`config.mk`:
```
export PLATFORM = sky130hd
export DESIGN_NAME = serial_adder_ctrl
export DESIGN_NICKNAME = d
export VERILOG_FILES = /design/src/rtl/serial_adder_pkg.sv /design/src/rtl/full_adder.sv /design/src/rtl/serial_adder_ctrl.sv
export SDC_FILE = /design/constraint.sdc
export NUM_CORES = 1
export LEC_CHECK = 0
export CORE_MARGIN = 2
export CORE_UTILIZATION = 46
export CTS_BUF_LIST = sky130_fd_sc_hd__clkbuf_4 sky130_fd_sc_hd__clkbuf_8 sky130_fd_sc_hd__clkbuf_16
export DETAILED_ROUTE_END_ITERATION = 8
export PLACE_DENSITY = 0.78
export REMOVE_ABC_BUFFERS = 1
export SETUP_SLACK_MARGIN = 0.02
export SYNTH_ARGS = -nofsm -noshare
export SYNTH_HDL_FRONTEND = slang
export SYNTH_HIERARCHICAL = 1
export SYNTH_SLANG_ARGS = --single-unit
export TNS_END_PERCENT = 20
```
`constraint.sdc`:
```
create_clock -name clk -period 1.3 [get_ports clk]
set_input_delay 0.26 -clock clk [delete_from_list [all_inputs] [get_ports clk]]
set_output_delay 0.26 -clock clk [all_outputs]
set_load 0.1 [all_outputs]
```
`src/rtl/serial_adder_pkg.sv`:
```
// rtl/serial_adder_pkg.sv - shared types and constants for the bit-serial adder
package serial_adder_pkg;

    localparam int SA_WIDTH_DEFAULT = 8;

    typedef enum logic [1:0] {
        IDLE = 2'd0,
        ADD  = 2'd1,
        DONE = 2'd2
    } sa_state_e;

endpackage

```
`src/rtl/full_adder.sv`:
```
// rtl/full_adder.sv - single-bit full adder cell
module full_adder (
    input  logic a,
    input  logic b,
    input  logic cin,
    output logic s,
    output logic cout
);

    assign s    = a ^ b ^ cin;
    assign cout = (a & b) | (cin & (a ^ b));

endmodule

```
`src/rtl/serial_adder_ctrl.sv`:
```
// rtl/serial_adder_ctrl.sv - bit-serial adder sharing one full_adder across WIDTH bits
module serial_adder_ctrl
    import serial_adder_pkg::*;
#(
    parameter int WIDTH = SA_WIDTH_DEFAULT
) (
    input  logic             clk,
    input  logic             rst_n,
    input  logic             start,
    input  logic [WIDTH-1:0] a,
    input  logic [WIDTH-1:0] b,
    input  logic             cin,
    output logic             busy,
    output logic             done,
    output logic [WIDTH-1:0] sum,
    output logic             cout
);

    localparam int CW = (WIDTH > 1) ? $clog2(WIDTH) : 1;
    localparam logic [CW-1:0] CNT_LAST = CW'(WIDTH - 1);

    sa_state_e        state;
    sa_state_e        state_next;
    logic [WIDTH-1:0] sa_q;
    logic [WIDTH-1:0] sb_q;
    logic [WIDTH-1:0] sw_q;
    logic             cy_q;
    logic [CW-1:0]    cnt_q;
    logic             fa_s;
    logic             fa_cout;
    logic             last_bit;

    full_adder u_fa (
        .a    (sa_q[0]),
        .b    (sb_q[0]),
        .cin  (cy_q),
        .s    (fa_s),
        .cout (fa_cout)
    );

    assign last_bit = (cnt_q == CNT_LAST);

    always_ff @(posedge clk) begin
        if (!rst_n) begin
            state <= IDLE;
        end else begin
            state <= state_next;
        end
    end

    always_comb begin
        state_next = state;
        case (state)
            IDLE:    if (start) state_next = ADD;
            ADD:     if (last_bit) state_next = DONE;
            DONE:    state_next = IDLE;
            default: state_next = IDLE;
        endcase
    end

    // busy/done are flopped from the next state so they align with the state register
    always_ff @(posedge clk) begin
        if (!rst_n) begin
            sa_q  <= '0;
            sb_q  <= '0;
            sw_q  <= '0;
            cy_q  <= 1'b0;
            cnt_q <= '0;
            busy  <= 1'b0;
            done  <= 1'b0;
            sum   <= '0;
            cout  <= 1'b0;
        end else begin
            busy <= (state_next == ADD);
            done <= (state_next == DONE);
            case (state)
                IDLE: begin
                    if (start) begin
                        sa_q  <= a;
                        sb_q  <= b;
                        cy_q  <= cin;
                        cnt_q <= '0;
                    end
                end
                ADD: begin
                    sa_q  <= sa_q >> 1;
                    sb_q  <= sb_q >> 1;
                    sw_q  <= {fa_s, sw_q[WIDTH-1:1]};
                    cy_q  <= fa_cout;
                    cnt_q <= cnt_q + CW'(1);
                    if (last_bit) begin
                        sum  <= {fa_s, sw_q[WIDTH-1:1]};
                        cout <= fa_cout;
                    end
                end
                default: begin
                end
            endcase
        end
    end

endmodule

```
==> impl_metrics.py <==
metrics = {
    "status": {
        "status": "completed",
    },
    "critical_path": {
        "reg2reg_to": "sb_q[3]",
        "endpoint": "sb_q[3]",
        "worst-setup-path-type": "input port to flop",
        "regToRegStartpoint": "state[1]",
        "reg2reg_depth": 3,
        "setup.worst_path.start": "start",
        "crit_path_start_kind": "input port",
        "crit_required_ns": 1.57,
        "endpoint_kind": "flop",
        "rrSetupSlack_ns": 0.09,
        "worstPathArrival_ns": 1.54,
        "cp_max_fo": 15,
    },
    "sta": {
        "max_slew_margin": 0.782,
        "hold_viol_final": 0,
        "period_needed_ns": 1.27,
        "rsz0062_at_grt": "yes",
        "worstMarginPinSlew_ns": 0.325,
        "setup_violations": 0,
        "maxSlewViolCount": 0,
        "layout_worst_path_cycle_share": 0.980,
        "fin_skew_ns": 0.00930,
        "fmax_mhz": 785,
    },
    "global_route": {
        "antenna_found_initial": 0,
        "grt_usage": 0.187,
        "grt_pass1_wl_um": 6020,
        "grt_max_degree": 35,
        "grt_pass1_vias": 1386,
        "overflow": 0,
    },
    "routing": {
        "antenna_left": 0,
        "detail_route.iter0.violations": 45,
        "drc": 0,
        "wl_per_cell_um": 12.9,
        "wl_um": 3370,
        "vias": 1389,
        "first_pass_iters": 4,
        "via_per_inst": 5.34,
    },
    "final_layout": {
        "drive_gt1_frac": 0.168,
        "fin_cells": 260,
        "nNetsFinal": 237,
        "fillers": 258,
        "n_antenna_cell": 0,
        "multi_input_comb_area_um2": 796,
        "final_area_um2": 2210,
        "ff_latch_area_um2": 803,
        "syn_to_final_growth_pct": 34.8,
    },
    "power": {
        "p_leak_nw": 0.855,
        "max-vdd-ir-drop_v": 0.000761,
        "powerDensity_nw_per_um2": 990,
    },
    "yosys": {
        "synth_cells": 179,
        "yosys_warnings": 6,
        "syn_area_um2": 1640,
        "synth-seq-cells": 40,
        "synth_cell_types": 25,
        "synth-seq-area-share": 0.489,
        "syn_avg_cell_area_um2": 9.15,
    },
    "cts": {
        "htree_levels": 2,
        "clkTransAtPathRegs_ns": 0.12,
        "cts_sinks": 40,
        "holdBufCountCts": 0,
        "clockRootBuffer": "clkbuf_4",
        "cts_tree": "built",
        "clock_latency_ns": 0.34,
        "clock_path_buffers": 2,
        "cts_buffers": 5,
    },
    "floorplanning": {
        "fp.dieW_um": 63.7,
        "core_area_um2": 3390,
        "start_util": 0.483,
        "die-area_um2": 4050,
        "pin_count": 31,
        "num_rows": 21,
        "die_h_um": 63.7,
    },
    "placement": {
        "place_congestion": 0.742,
        "io_buffers": 30,
        "dp_cells": 250,
        "place_area_um2": 2110,
        "dpl.hpwl_um": 2380,
    },
    "job": {
        "max_cap_viol_count": 0,
    },
    "hold_path": {
        "hold_path.class": "flop to flop",
    },
}
-- flip-flops by register name (all words and copies together), names as in the netlist --
register,count
busy,1
cnt_q,3
cout,1
cy_q,1
done,1
sa_q,8
sb_q,8
state,2
sum,8
sw_q,7
-- metrics by stage --
step | util | worst slack, ns | power (mW) | setup TNS [ns] | hold WS (ns)
after detailed placement | 0.622 | -0.330 | 1.61 | -6.49 | 0.453
after floorplan | - | -0.636 | 1.46 | -15.87 | 0.382
final | 0.651 | 0.0265 | 2.19 | 0 | 0.446
after global placement | 0.622 | -0.257 | 1.59 | -4.91 | 0.439
after CTS | 0.643 | 0.0247 | 2.19 | 0 | 0.448
after global routing | 0.651 | 0.00498 | 2.29 | 0 | 0.471
-- cell usage in the layout, fill, tap and decap left out --
cell             count
ha_2                 1
a21oi_1              1
nor3b_1              2
buf_12              11
o21ai_1             10
clkdlybuf4s50_1     19
dfxtp_2              2
ha_4                 1
nor2_1               2
o21ai_0              8
and3b_2              2
nor2b_1              1
nand2_1             30
nor2_2               1
inv_1                1
buf_4               10
o22ai_1              2
dfxtp_1             38
buf_6                1
fa_1                 1
nand3_1             20
and2_1               2
clkbuf_4             6
o211ai_1            15
clkinv_2             1
or3b_1               1
mux2i_1             16
nand3b_1             1
nand2b_1             1
a21boi_0             7
-- worst min-delay path by stage --
stage / end / slack (ns) / cells past startpoint / startpoint
final: cnt_q[0] / 0.45 / 1 / cnt_q[0]
after global routing: cnt_q[0] / 0.47 / 1 / cnt_q[0]
after CTS: cnt_q[0] / 0.45 / 1 / cnt_q[0]
after detailed placement: sum[0] / 0.45 / 2 / sw_q[1]
after global placement: cnt_q[0] / 0.44 / 1 / cnt_q[0]
after floorplan: done / 0.38 / 1 / rst_n
-- synthesized netlist by cell type --
master    count  area share
dfxtp_1      40        0.49
buf_2         3      0.0092
nand2b_1      1      0.0038
clkbuf_1      9       0.021
o21ai_1      10       0.031
inv_1         1      0.0023
o22ai_1       2      0.0076
nor2_2        1      0.0038
ha_1          2       0.015
nor2b_1       1      0.0038
nand3_1      20       0.061
nand3b_1      1      0.0046
o211ai_1     15       0.069
or3b_1        1      0.0053
o21ai_0       8       0.024
mux2i_1      16       0.098
a21boi_0      7       0.032
and3b_1       1      0.0053
fa_1          1       0.012
and2_1        2      0.0076
nor2_1        2      0.0046
nand2_1      30       0.069
a21oi_1       1      0.0031
buf_4         2      0.0092
nor3b_1       2      0.0092
-- per-layer routing --
| layer | up-vias | share of wire | routed length [um] | GRT usage |
|---|---|---|---|---|
| met5 | - | 0 | 0 | 0 |
| met4 | 0 | 0.013 | 44 | 0.0598 |
| met3 | 5 | 0.035 | 117 | 0.0571 |
| met2 | 24 | 0.50 | 1680 | 0.313 |
| met1 | 658 | 0.45 | 1520 | 0.230 |
| li1 | 702 | - | - | - |
-- kinds of logic after synthesis --
family                     synth area share
AOI/OAI and AO/OA                     0.167
adders and majority gates            0.0275
buffers and inverters                0.0412
DFF                                   0.489
muxes                                0.0978
and+or+nand+nor                       0.178
-- worst max-delay path, stage by stage --
cell and delay [ns]:
clkdlybuf4s50_1 0.51, nor2_2 0.05, or3b_1 0.34, buf_4 0.19
o21ai_0 0.19
-- final cells by class --
class,count,area share
repair buffers,41,0.225
inverters,1,0.00170
multi-input cells,125,0.361
clock buffers,6,0.0204
flip-flops and latches,40,0.364
clock inverters,1,0.00227
well taps,46,0.0261
-- timing repair --
item	in CTS	in global routing
buffers inserted	1	1
setup endpoints to repair	11	19
gates resized for setup	3	5
pin swaps	2	2
cloned	1	0
-- power by group --
group	switching [mW]	internal (mW)
combinational	0.138	0.141
clock	0.377	0.221
sequential	0.0327	1.28
Note: power is estimated with default switching activity, not from simulation.
